===== src/rtl/fpu_result_arb_if.sv =====
// Handshake/result bus between the FPU producer units, the result arbiter and its consumer.
// master = arbiter side, slave = producers/consumer side.
interface fpu_result_arb_if #(
  parameter int WIDTH   = 32,
  parameter int N_UNITS = 3,
  parameter int ID_W    = 2
);
  logic [N_UNITS-1:0]       unit_valid;
  logic [N_UNITS-1:0]       unit_ready;
  logic [N_UNITS*WIDTH-1:0] unit_res;
  logic [N_UNITS*3-1:0]     unit_flags;
  logic                     out_valid;
  logic                     out_ready;
  logic [WIDTH-1:0]         out_result;
  logic                     out_error;
  logic                     out_overflow;
  logic                     out_underflow;
  logic [ID_W-1:0]          out_unit;

  modport master (
    input  unit_valid, unit_res, unit_flags, out_ready,
    output unit_ready, out_valid, out_result, out_error, out_overflow,
           out_underflow, out_unit
  );

  modport slave (
    output unit_valid, unit_res, unit_flags, out_ready,
    input  unit_ready, out_valid, out_result, out_error, out_overflow,
           out_underflow, out_unit
  );
endinterface


===== src/rtl/fpu_result_arb.sv =====
// Round-robin merge of N FPU unit results into one registered, tagged result beat; 1-cycle latency.
// Units are accepted only when the output register is empty or draining; a stalled beat holds steady.
module fpu_result_arb #(
  parameter int WIDTH   = 32,
  parameter int N_UNITS = 3,
  parameter int ID_W    = 2,
  parameter int CNT_W   = 16
) (
  input  logic                clk,
  input  logic                rst_n,
  fpu_result_arb_if.master    bus,
  input  logic                sticky_clr,
  output logic                sticky_err,
  output logic                sticky_ovf,
  output logic                sticky_udf,
  output logic [CNT_W-1:0]    xfer_cnt
);

  typedef enum logic {EMPTY = 1'b0, FULL = 1'b1} state_t;

  state_t state_q, state_d;

  logic [ID_W-1:0]  rr_ptr, ptr_d;
  logic [ID_W-1:0]  grant_idx;
  logic             grant_vld;
  logic             can_acc;
  logic             accept;
  logic             xfer;
  logic [ID_W:0]    sum;
  logic [ID_W-1:0]  idx;

  logic [WIDTH-1:0] res_arr [N_UNITS];
  logic [2:0]       flg_arr [N_UNITS];

  logic [WIDTH-1:0] out_result_q;
  logic [2:0]       out_flags_q;
  logic [ID_W-1:0]  out_unit_q;

  for (genvar g = 0; g < N_UNITS; g++) begin : g_unpack
    assign res_arr[g] = bus.unit_res[g*WIDTH +: WIDTH];
    assign flg_arr[g] = bus.unit_flags[g*3 +: 3];
  end

  assign can_acc = (state_q == EMPTY) || bus.out_ready;
  assign accept  = can_acc && grant_vld;
  assign xfer    = (state_q == FULL) && bus.out_ready;

  // First requester at or above rr_ptr, wrapping modulo N_UNITS.
  always_comb begin
    grant_vld = 1'b0;
    grant_idx = '0;
    sum       = '0;
    idx       = '0;
    for (int k = 0; k < N_UNITS; k++) begin
      sum = {1'b0, rr_ptr} + (ID_W+1)'(k);
      if (sum >= (ID_W+1)'(N_UNITS)) sum = sum - (ID_W+1)'(N_UNITS);
      idx = sum[ID_W-1:0];
      if (!grant_vld && bus.unit_valid[idx]) begin
        grant_vld = 1'b1;
        grant_idx = idx;
      end
    end
  end

  always_comb begin
    bus.unit_ready = '0;
    if (accept) bus.unit_ready = N_UNITS'(1) << grant_idx;
  end

  always_comb begin
    ptr_d = rr_ptr;
    if (accept) begin
      if (grant_idx == ID_W'(N_UNITS - 1)) ptr_d = '0;
      else                                 ptr_d = grant_idx + ID_W'(1);
    end
  end

  always_comb begin
    state_d = state_q;
    case (state_q)
      EMPTY:   if (accept) state_d = FULL;
      FULL:    if (bus.out_ready && !accept) state_d = EMPTY;
      default: state_d = EMPTY;
    endcase
  end

  always_ff @(posedge clk or negedge rst_n) begin
    if (!rst_n) begin
      state_q <= EMPTY;
      rr_ptr  <= '0;
    end else begin
      state_q <= state_d;
      rr_ptr  <= ptr_d;
    end
  end

  always_ff @(posedge clk or negedge rst_n) begin
    if (!rst_n) begin
      out_result_q <= '0;
      out_flags_q  <= '0;
      out_unit_q   <= '0;
    end else if (accept) begin
      out_result_q <= res_arr[grant_idx];
      out_flags_q  <= flg_arr[grant_idx];
      out_unit_q   <= grant_idx;
    end
  end

  // A flag raised by this cycle's transfer survives a simultaneous clear.
  always_ff @(posedge clk or negedge rst_n) begin
    if (!rst_n) begin
      sticky_err <= 1'b0;
      sticky_ovf <= 1'b0;
      sticky_udf <= 1'b0;
      xfer_cnt   <= '0;
    end else begin
      sticky_err <= (sticky_err && !sticky_clr) || (xfer && out_flags_q[2]);
      sticky_ovf <= (sticky_ovf && !sticky_clr) || (xfer && out_flags_q[1]);
      sticky_udf <= (sticky_udf && !sticky_clr) || (xfer && out_flags_q[0]);
      if (xfer && (xfer_cnt != {CNT_W{1'b1}})) xfer_cnt <= xfer_cnt + CNT_W'(1);
    end
  end

  assign bus.out_valid     = (state_q == FULL);
  assign bus.out_result    = out_result_q;
  assign bus.out_error     = out_flags_q[2];
  assign bus.out_overflow  = out_flags_q[1];
  assign bus.out_underflow = out_flags_q[0];
  assign bus.out_unit      = out_unit_q;

endmodule


===== src/flat_wrapper.sv =====
// flat-port wrapper written by rule: the top's interface ports become plain ports
module fpu_result_arb_flat 
#(
  parameter int WIDTH   = 32,
  parameter int N_UNITS = 3,
  parameter int ID_W    = 2,
  parameter int CNT_W   = 16
)
  (clk, rst_n, sticky_clr, sticky_err, sticky_ovf, sticky_udf, xfer_cnt, bus_unit_valid, bus_unit_res, bus_unit_flags, bus_out_ready, bus_unit_ready, bus_out_valid, bus_out_result, bus_out_error, bus_out_overflow, bus_out_underflow, bus_out_unit);
  fpu_result_arb_if #(.WIDTH(WIDTH), .N_UNITS(N_UNITS), .ID_W(ID_W)) bus_i ();
  input  logic clk;
  input  logic rst_n;
  input  logic sticky_clr;
  output logic sticky_err;
  output logic sticky_ovf;
  output logic sticky_udf;
  output logic [CNT_W-1:0] xfer_cnt;
  input wire logic [$bits(bus_i.unit_valid)-1:0] bus_unit_valid;
  input wire logic [$bits(bus_i.unit_res)-1:0] bus_unit_res;
  input wire logic [$bits(bus_i.unit_flags)-1:0] bus_unit_flags;
  input wire logic [$bits(bus_i.out_ready)-1:0] bus_out_ready;
  output wire logic [$bits(bus_i.unit_ready)-1:0] bus_unit_ready;
  output wire logic [$bits(bus_i.out_valid)-1:0] bus_out_valid;
  output wire logic [$bits(bus_i.out_result)-1:0] bus_out_result;
  output wire logic [$bits(bus_i.out_error)-1:0] bus_out_error;
  output wire logic [$bits(bus_i.out_overflow)-1:0] bus_out_overflow;
  output wire logic [$bits(bus_i.out_underflow)-1:0] bus_out_underflow;
  output wire logic [$bits(bus_i.out_unit)-1:0] bus_out_unit;
  assign bus_i.unit_valid = bus_unit_valid;
  assign bus_i.unit_res = bus_unit_res;
  assign bus_i.unit_flags = bus_unit_flags;
  assign bus_i.out_ready = bus_out_ready;
  assign bus_unit_ready = bus_i.unit_ready;
  assign bus_out_valid = bus_i.out_valid;
  assign bus_out_result = bus_i.out_result;
  assign bus_out_error = bus_i.out_error;
  assign bus_out_overflow = bus_i.out_overflow;
  assign bus_out_underflow = bus_i.out_underflow;
  assign bus_out_unit = bus_i.out_unit;
  fpu_result_arb #(.WIDTH(WIDTH), .N_UNITS(N_UNITS), .ID_W(ID_W), .CNT_W(CNT_W)) u_core (.clk(clk), .rst_n(rst_n), .bus(bus_i), .sticky_clr(sticky_clr), .sticky_err(sticky_err), .sticky_ovf(sticky_ovf), .sticky_udf(sticky_udf), .xfer_cnt(xfer_cnt));
endmodule

===== config.mk =====
export PLATFORM = sky130hd
export DESIGN_NAME = fpu_result_arb_flat
export DESIGN_NICKNAME = d
export VERILOG_FILES = /design/src/rtl/fpu_result_arb_if.sv /design/src/rtl/fpu_result_arb.sv /design/src/flat_wrapper.sv
export SDC_FILE = /design/constraint.sdc
export NUM_CORES = 1
export LEC_CHECK = 0
export ABC_AREA = 1
export BUFFER_PORTS_ARGS = -buffer_cell sky130_fd_sc_hd__buf_2
export CORE_ASPECT_RATIO = 1.4
export CORE_UTILIZATION = 51
export DETAILED_ROUTE_END_ITERATION = 16
export GPL_TIMING_DRIVEN = 0
export PLACE_DENSITY = 0.92
export REMOVE_ABC_BUFFERS = 1
export SETUP_SLACK_MARGIN = 0.1
export SLEW_MARGIN = 20
export SYNTH_ARGS = -nofsm -noshare
export SYNTH_HDL_FRONTEND = slang
export SYNTH_SLANG_ARGS = --single-unit
export TNS_END_PERCENT = 10

===== constraint.sdc =====
create_clock -name clk -period 3.6 [get_ports clk]
set_input_delay 0.54 -clock clk [delete_from_list [all_inputs] [get_ports clk]]
set_output_delay 0.54 -clock clk [all_outputs]
set_load 0.05 [all_outputs]

== Word level (Yosys, flattened, before mapping) ==
Index checks and enable logic that the tools add are counted.

* Register bits after elaboration: 59

* $add $sub $neg: 7
* Magnitude comparators: 7
* Equality and inequality tests: 2
* Shifts and indexed selects: 1
* Multiplexer cells: 26
* Bitwise gates (word level): 2
* Reduce and logical (&&, ||, !) cells: 20

{| class="wikitable"
|+ Operators with widths
! operator !! count
|-
| $bmux 32 s2 || 1
|-
| $mux 32 || 2
|-
| $add 16x1->16 const B || 1
|-
| $ne 16x16->1 const B || 1
|-
| $mux 2 || 7
|-
| $logic_and 1x1->1 || 12
|-
| $lt 2x3->1 const B || 3
|-
| $mux 3 || 3
|-
| $mux 1 || 8
|-
| $bmux 1 s2 || 3
|-
| $bmux 3 s2 || 1
|-
| $ge 3x2->1 const B || 2
|-
| $sub 2x2->2 const B || 3
|-
| $logic_not 1->1 || 4
|-
| $logic_or 1x1->1 || 4
|-
| $add 2x1->3 const B || 1
|-
| $add 2x2->3 const B || 1
|-
| $ge 3x3->1 const B || 1
|-
| $not 2->3 || 1
|-
| $shl 1x2->3 const A || 1
|-
| $add 2x1->2 const B || 1
|-
| $eq 2x2->1 const B || 1
|-
| $ge 2x2->1 const B || 1
|-
| $pmux 1 s2 || 1
|-
| $not 1->1 || 1
|}

== Longest topological paths before layout ==
* Word-level depth: 16
* Gate-level depth with buffers: 15

== Worst setup path after synthesis ==
OpenSTA, ideal clock, no wires.

* Kind: register to output
* From: reg u_core.rr_ptr[0]
* To: out bus_unit_ready[0]
* Arrival: 3.017 ns
* Slack: 0.043 ns
* Cell stages (with the launch flop): 13
* Buffers on the path: 1
* Cell sequence: dfrtp_1 inv_1 ha_1 inv_2 nand2_1 nand3_1 nand2_1 nand3_1 nand2_1 nor2_4 inv_4 buf_4 nor4_1

* Cells in the longest elaborated chain, start to end: 13
* Elaborated cells on any way between the ends: 30
* Those cells by class: add/sub (5); order compare (3); shift (1); mux (16); reduce/logical (5)

{| class="wikitable"
|+ RTL lines
! what !! RTL line !! source
|-
| start: declaration || fpu_result_arb.sv:23 || <nowiki>logic [ID_W-1:0] rr_ptr, ptr_d;</nowiki>
|-
| start signal: assignment || fpu_result_arb.sv:93 || <nowiki>rr_ptr <= ptr_d;</nowiki>
|-
| branches (longest 12 deep; another with $add 2x1->3) || - ||
|-
| $mux 3 (*) || fpu_result_arb.sv:67 || <nowiki>if (accept) bus.unit_ready = N_UNITS'(1) << grant_idx;</nowiki>
|-
| end: declaration || flat_wrapper.sv:22 || <nowiki>output wire logic [$bits(bus_i.unit_ready)-1:0] bus_unit_ready;</nowiki>
|}

Every way passes the cells marked *. The select of a mux whose other input is x is not followed.

== Worst setup path in the final report ==
* From: reg u_core.rr_ptr[0]
* To: out bus_unit_ready[1]

Same word-level chain as after synthesis.

==> results.md <==
- Worst-Margin Slew: 0.9153 ns
- Die height: 101.8 um
- Worst endpoint required time: 3.06 ns
- Leading area contributor after synthesis: dfrtp_1
- GPL Wtd Cong: 0.9224
- Initial DRC count: 256
- CP Capture Type: output pin
- Die width: 73.28 um
- Final setup vio count: 0
- Synth Register Bits: 59
- Ys Warns: 0
- Seq/Total Area, Yosys: 40.70%
- # IOs: 172
- Htree depth: 3
- Reg2Reg Capture Point: u_core.bus.out_result[3]$_DFFE_PN0P_
- Setup Skew: 0.007112 ns
- Final Hold Fails: 0
- Max Transition Viols Final: 0
- Post-synthesis cell area: 0.003627 mm2
- Yosys cell types: 32
- Area after DPL: 0.004449 mm2
- # DRC: 0
- Critical Path Fanout Max: 37
- Area of the multi-input gates: 0.001902 mm2
- Area growth syn-to-layout: 29.60%
- Grt ovf: 0
- Via/cell ratio: 5.277
- Starting Density: 52.29%
- Total CTS buffers: 9
- Filler instances: 603
- Register Area: 0.001476 mm2
- Worst-skew pair later-pin latency: 0.33 ns
- Synth top area cells: dfrtp_1 41%, nand2_1 14%, nor2_1 8.3%
- Nets@finish: 779
- Number of antenna violations at the first check in global routing: 0
- Fin crit share: 93.13%
- WL/cell: 14.35 um
- Crit start category: flop
- Reg2Reg Depth: 11
- Detail Route Antenna Nets: 0
- Hpwl dp: 7138 um
- FF-to-FF Start: u_core.rr_ptr[0]$_DFFE_PN0P_
- Largest net degree at the start of global routing: 60
- CTS tree: yes
- Slew HR: 38.89%
- Root Driver: clkbuf_8
- CTS clock-pin slew for the worst setup and hold paths: 0.06 ns
- Final WL: 10920 um
- Minimum clock period: 3.353 ns
- Unrepaired setup endpoints after global routing: yes
- Post-CTS Hold Buffers: 0
- Std-Cell Rows: 36
- Max_cap viols: 0
- Diode count: 0
- Full die area: 0.007458 mm2
- Avg Cell Area, Syn: 7.269 um2
- 1st-pass router iterations: 5
- Kind of critical path: reg -> out
- CTS Sinks: 59
- Post-route design area: 0.004701 mm2
- Crit path DAT: 2.81 ns
- Layout cells sized above 1: 32.43%
- Yosys top cell area share: 40.70%
- Fmax: 0.2983 GHz
- All-Layer GR Usage: 28.87%
- Core ar.: 0.006937 mm2
- Status: finished, final reports clean
- Mapped Cells: 499
- Number of global-route vias before repair: 3606
- First-pass GRT wire length: 16440 um
- Min-Delay Path Class: in -> async
- Clock buffer depth: 2
- Reg2reg setup slack: 0.60 ns
- Port Buffers: 171
- Via Count: 4016
-- worst max-delay path, cell delays in order, from the launching register on --
cell and delay (ns):
dfrtp_1 0.38, inv_1 0.09, ha_1 0.40, inv_2 0.14
nand2_1 0.06, nand3_1 0.06, nand2_1 0.09, nand3_1 0.09
nand2_1 0.16, nor2_4 0.18, buf_12 0.21, inv_6 0.15
nor3_1 0.16, buf_2 0.29
-- sequential cells by signal, indices dropped and copies added, names as in the netlist --
register	flops
u_core.bus.out_valid	1
u_core.sticky_err	1
u_core.bus.out_unit	2
u_core.sticky_ovf	1
u_core.out_flags_q	3
u_core.bus.out_result	32
u_core.xfer_cnt	16
u_core.rr_ptr	2
u_core.sticky_udf	1
-- cell type report --
| cell class | count | share of cell area (%) |
|---|---|---|
| multi-input combinational | 386 | 40.46 |
| sequential | 59 | 31.41 |
| timing repair buffer | 175 | 19.22 |
| clock buffer | 13 | 3.593 |
| inverter | 31 | 2.582 |
| tap | 95 | 2.529 |
| clock inverter | 2 | 0.2129 |
-- logic make-up after synthesis --
| logic type | count (synthesis) | synth area share [%] |
|---|---|---|
| AOI/OAI and AO/OA | 49 | 6.864 |
| DFF | 59 | 40.70 |
| adders and majority gates | 5 | 1.725 |
| and+or+nand+nor | 316 | 39.22 |
| buffers and inverters | 56 | 8.106 |
| xor gates and xnor gates | 14 | 3.381 |
-- cell usage after synthesis, drive strengths merged --
cell	count
nand2	144
nor2	84
dfrtp	59
nand3	49
a21oi	34
inv	31
nand4	24
buf	23
o21ai	15
xor2	11
nor3	10
ha	5
xnor2	3
clkbuf	2
nor4	2
nand3b	1
nor3b	1
or2	1
-- cells in the final DEF (no fill, tap or decap), types with 2 or more instances in the layout --
cell,instances
dfrtp_1,59
xor2_1,11
nand3_2,5
nand4_1,24
clkinv_2,2
nand2_1,139
nor2_4,2
nand3_1,43
nor2_2,3
xnor2_1,3
nand2_2,2
buf_4,5
clkbuf_8,12
nand2_8,2
nor2_1,80
o21ai_0,12
buf_2,169
ha_1,5
nor3_1,10
inv_2,6
nand3_4,2
o21ai_1,2
inv_1,24
a21oi_1,34
-- what timing repair did --
action | CTS | global route
endpoints found under the setup margin | 2 | 2
gates resized for setup | 0 | 7
gates cloned | 1 | 1
pin swaps | 1 | 1
setup buffers | 1 | 2
-- per-layer routing --
layer	track usage (%)	routed length, um	vias up
met5	0	6	-
met1	32.38	4006	1845
met2	51.57	5887	202
met3	5.075	712	20
met4	14.78	308	2
li1	-	-	1947
-- per-stage QoR --
stage / setup TNS, ns / cells / hold WS (ns) / utilization, % / setup WS, ns
floorplan: -0.8379 / 474 / 0.2444 / - / -0.6186
global placement: -0.4912 / 740 / 0.4813 / 63.82 / -0.3095
detailed placement: 0 / 741 / 0.4887 / 64.14 / 0.1743
CTS: 0 / 758 / 0.2923 / 66.92 / 0.06838
global route: 0 / 761 / 0.3344 / 67.77 / 0.07606
finish: 0 / 761 / 0.2690 / 67.77 / 0.2472
-- worst max-delay path by stage --
stage | start | endpoint | slack, ns | cells after the start
2_1_floorplan | u_core.rr_ptr[0]$_DFFE_PN0P_ | bus_unit_ready[0] | -0.62 | 11
4_1_cts | u_core.rr_ptr[0]$_DFFE_PN0P_ | bus_unit_ready[1] | 0.07 | 11
6_report | u_core.rr_ptr[0]$_DFFE_PN0P_ | bus_unit_ready[1] | 0.25 | 13
3_3_place_gp | u_core.rr_ptr[0]$_DFFE_PN0P_ | bus_unit_ready[0] | -0.31 | 12
3_5_place_dp | u_core.rr_ptr[0]$_DFFE_PN0P_ | bus_unit_ready[0] | 0.17 | 13
5_1_grt | u_core.rr_ptr[0]$_DFFE_PN0P_ | bus_unit_ready[1] | 0.08 | 13
Power is not shown: default switching activity piles up to over one toggle a cycle in this logic, so the estimate is an artifact.
